$ cat src/rtl/serial_adder.sv
// Bit-serial adder: one full-add step (two half-adders plus an OR) per clock, LSB first.
// Optional subtract mode is enabled by defining SERIAL_ADDER_SUB_EN.
module serial_adder #(
   parameter int WIDTH = 8
) (
   input  logic             clk,
   input  logic             rst_n,
   input  logic             start,
   input  logic [WIDTH-1:0] a,
   input  logic [WIDTH-1:0] b,
`ifdef SERIAL_ADDER_SUB_EN
   input  logic             sub,
`endif
   output logic             busy,
   output logic             done,
   output logic [WIDTH-1:0] sum,
   output logic             cout
);

   localparam int CNT_W = $clog2(WIDTH);

   typedef enum logic [1:0] {
      IDLE  = 2'd0,
      SHIFT = 2'd1,
      DONE  = 2'd2
   } state_t;

   state_t            state;
   state_t            state_nxt;
   logic [CNT_W-1:0]  cnt;
   logic [WIDTH-1:0]  a_sh;
   logic [WIDTH-1:0]  b_sh;
   logic [WIDTH-2:0]  sum_sh;
   logic              carry;

   logic              ha0_s;
   logic              ha0_c;
   logic              bit_s;
   logic              bit_c;
   logic              last_bit;
   logic [WIDTH-1:0]  sum_nxt;
   logic [WIDTH-1:0]  b_load;
   logic              carry_init;

`ifdef SERIAL_ADDER_SUB_EN
   // Two's-complement subtract: invert B and seed the carry with 1.
   assign b_load     = sub ? ~b : b;
   assign carry_init = sub;
`else
   assign b_load     = b;
   assign carry_init = 1'b0;
`endif

   assign ha0_s    = a_sh[0] ^ b_sh[0];
   assign ha0_c    = a_sh[0] & b_sh[0];
   assign bit_s    = ha0_s ^ carry;
   assign bit_c    = ha0_c | (ha0_s & carry);
   assign last_bit = (cnt == CNT_W'(WIDTH - 1));
   // Shadow holds the upper WIDTH-1 bits; the new bit enters at the MSB.
   assign sum_nxt  = {bit_s, sum_sh};

   always_comb begin
      state_nxt = state;
      case (state)
         IDLE:    if (start) state_nxt = SHIFT;
         SHIFT:   if (last_bit) state_nxt = DONE;
         DONE:    state_nxt = IDLE;
         default: state_nxt = IDLE;
      endcase
   end

   assign busy = (state == SHIFT);
   assign done = (state == DONE);

   always_ff @(posedge clk or negedge rst_n) begin
      if (!rst_n) begin
         state  <= IDLE;
         cnt    <= '0;
         a_sh   <= '0;
         b_sh   <= '0;
         sum_sh <= '0;
         carry  <= 1'b0;
         sum    <= '0;
         cout   <= 1'b0;
      end else begin
         state <= state_nxt;
         case (state)
            IDLE: begin
               if (start) begin
                  a_sh  <= a;
                  b_sh  <= b_load;
                  carry <= carry_init;
                  cnt   <= '0;
               end
            end
            SHIFT: begin
               a_sh   <= a_sh >> 1;
               b_sh   <= b_sh >> 1;
               carry  <= bit_c;
               cnt    <= cnt + CNT_W'(1);
               sum_sh <= sum_nxt[WIDTH-1:1];
               // Visible result changes only on the edge that enters DONE.
               if (last_bit) begin
                  sum  <= sum_nxt;
                  cout <= bit_c;
               end
            end
            default: ;
         endcase
      end
   end

endmodule

$ cat config.mk
export PLATFORM = sky130hd
export DESIGN_NAME = serial_adder
export DESIGN_NICKNAME = d
export VERILOG_FILES = /design/src/rtl/serial_adder.sv
export SDC_FILE = /design/constraint.sdc
export NUM_CORES = 1
export LEC_CHECK = 0
export CAP_MARGIN = 25
export CELL_PAD_IN_SITES_DETAIL_PLACEMENT = 1
export CELL_PAD_IN_SITES_GLOBAL_PLACEMENT = 1
export CORE_ASPECT_RATIO = 1.2
export CORE_MARGIN = 2
export CORE_UTILIZATION = 30
export DETAILED_ROUTE_END_ITERATION = 10
export PLACE_DENSITY = 0.65
export SLEW_MARGIN = 10
export SYNTH_ARGS = -nofsm -noshare
export SYNTH_HDL_FRONTEND = slang
export SYNTH_SLANG_ARGS = --single-unit
$ cat constraint.sdc
create_clock -name clk -period 3.1 [get_ports clk]
set_input_delay 0.465 -clock clk [delete_from_list [all_inputs] [get_ports clk]]
set_output_delay 0.465 -clock clk [all_outputs]
set_load 0.05 [all_outputs]
==> summary.md <==
| Metric | Value |
|---|---|
| Worst Hold Class | input pin to asynchronous set/reset pin |
| Pin count of the biggest net entering global routing | 39 |
| Gr ovfl total | 0 |
| Synth Cell Area | between 0.0015 and 0.002 mm^2 |
| Most common cell after layout, fill and taps aside | dfrtp_1 |
| MaxCap Viol Count | 0 |
| Most frequent cells in the layout | dfrtp_1 (38), clkdlybuf4s50_1 (27), mux2_4 (9), inv_1 (9) |
| Outcome | complete, no violations |
| Max frequency | 449 MHz |
| Synthesized instance count | 130 |
| Clock Latency Late Sink | approximately 0.29 ns |
| Number of synthesis warnings | 0 |
| Critical Path RT | about 2.6 ns |
| Worst Setup Path Type | flip-flop to output port |
| Global-route wire length before repair | approximately 6200 um |
| Die W | around 74 um |
| DR pass1 iterations | 3 |
| Vias in the first global route | 1,294 |
| Final Hold Vio Count | 0 |
| Count of cell types in the netlist | 29 |
| Setup violations, final | 0 |
| Number of top-level pins | 30 |
| GRT Overall Usage | 0.125 |
| Chip height | 88.0 um |
| Lkg Pwr | between 0.9 and 1 nW |
| Clock tree sinks | 38 |
| Worst Path Arrival | about 1.8 ns |
| Crit end category | output port |
| Period Utilization, post-route | 0.718 |
| Post-layout min period | approximately 2.2 ns |
| Reg2reg path depth | 3 |
| Sequential area share after synthesis | 0.539 |
| Post-route setup slack | ~0.87 ns |
| Post-CTS Resized | 0 |
| R2r startpoint | state[1] |
| PD cells | roughly 1100 mW/mm^2 |
| Rows | 30 |
| Starting Density | 0.311 |
| Hpwl dp | between 2000 and 2500 um |
| Layout net count | between 150 and 200 |
| Peak VDD IR | between 0.2 and 0.3 mV |
| CTS tree | done |
| DR iter-0 viols | 40 |
| Synthesized flop and latch total | 38 |
| Final ANT Viol Nets | 0 |
| Area grow syn2layout | 26.0% |
| CTS max path bufs | 2 |
| Worst slew margin | 0.439 |
| Syn_area_per_cell | between 10 and 15 um^2 |
| Worst-path clk slew | about 0.070 ns |
| RD Place Congestion | between 0.6 and 0.7 |
| Skew final | around 0.0095 ns |
| Post-route setup TNS | 0 ns |
| Via count | approximately 1,200 |
| Synth area leaders | dfrtp_1 (54%), mux2_4 (7.7%), mux2_2 (4.5%), nor4b_1 (4.0%), o221a_2 (3.8%) |
| CTS Buf Count | 5 |
| CP Launch Type | flip-flop |
| H-tree depth | 2 |
| Reg area | about 950 um^2 |
| Port buffer count | 29 |
| Root buffer cell | clkbuf_8 |
| Post-CTS setup buffers | 0 |
| RSZ-0062 raised after global routing | false |
| Share of layout cells above drive strength 1 | 0.231 |
| Crit-path max FO | 12 |
| Synth Net Count | roughly 150 |
| Fillers | between 600 and 700 |
| Synth top area share | 0.539 |
| Final slew viol count | 0 |
| N_diodes | 0 |
| Initial antenna violation count | 0 |
| Setup slack, reg-to-reg | 1.26 ns |
| Leading area contributor after synthesis | dfrtp_1 |
| Die area | ~0.0065 mm^2 |
| Area of the multi-input gates | just over 700 um^2 |
| Pre-CTS WS | between 1 and 1.5 ns |
| # hold bufs at CTS | 0 |
| DRC | 0 |
| Via-to-Cell Ratio | slightly below 5 |
| Core area | approximately 0.0057 mm^2 |
| Reg2reg end | sum[2] |
| Final wirelength | 3500 um |
| Worst Max-Slew Pin Slew | between 0.8 and 0.9 ns |
| DR WL/cell | ~15 um |
-- cell families after synthesis --
logic type      after synthesis  share of synthesized area
flops                        38                      0.539
simple gates                 29                      0.138
compound gates               22                      0.115
buf+inv                      21                     0.0560
mux                          17                      0.127
fa+ha+maj                     3                     0.0255
-- metrics by stage --
stage          area (um^2)  power, mW   util  hold WS [ns]  cells
2_1_floorplan         1760       1.68      -         0.169    130
3_3_place_gp          2120       1.94  0.373         0.478    232
3_5_place_dp          2120       1.99  0.373         0.479    232
4_1_cts               2220       2.41  0.392         0.294    240
5_1_grt               2220       2.54  0.392         0.341    240
6_report              2220       2.37  0.392         0.277    240
-- metal layers --
layer  wire length [um]  vias up  part of all wire  global-route usage
met3                182        9             0.052              0.0368
met2               1740       31              0.50               0.205
met4                 85        0             0.024              0.0562
li1                   -      544                 -                   -
met5                  0        -                 0                   0
met1               1490      582              0.43               0.150
-- sequential cells by signal (all words and copies together) (netlist names) --
signal	count
a_sh	8
sum	8
cnt	3
carry	1
b_sh	8
sum_sh	7
state	2
cout	1
-- worst max path at each step --
stage	slack [ns]	start	end	cells after the start
final	0.87	state[0]	done	2
after global routing	0.77	state[0]	done	2
after CTS	0.84	state[0]	done	2
after detailed placement	1.04	start	a_sh[3]	4
after global placement	1.12	start	a_sh[0]	3
after floorplan	1.20	state[1]	done	3
-- cells in the mapped netlist, drive strengths merged --
cell type	instances
nand2b	3
a22o	3
o21bai	1
nor3b	8
mux2i	1
o21ba	1
nor2b	1
nand3b	1
nor4b	8
nor4bb	2
fa	1
inv	10
buf	8
mux2	16
a221oi	2
or4b	6
o221a	6
a211o	2
a211oi	6
clkbuf	3
dfrtp	38
ha	2
a21oi	1
-- where the power goes --
| part | internal, mW | switching, mW | total, mW |
|---|---|---|---|
| clock | 0.241 | 0.167 | 0.408 |
| combinational | 0.520 | 0.548 | 1.07 |
| sequential | 0.737 | 0.156 | 0.892 |
| total | 1.50 | 0.871 | 2.37 |
-- critical path, stage by stage (launching register included) --
cell             delay, ns
dfrtp_1               0.50
nor2b_1               0.16
clkdlybuf4s50_1       0.82
-- area by class of cell --
type,count,area share
clock buffer,7,0.0343
timing repair buffer,33,0.141
inverter,10,0.0169
tap,80,0.0450
clock inverter,1,0.0135
sequential,38,0.428
multi-input combinational,71,0.322
Power figures use the tool's default switching activity.
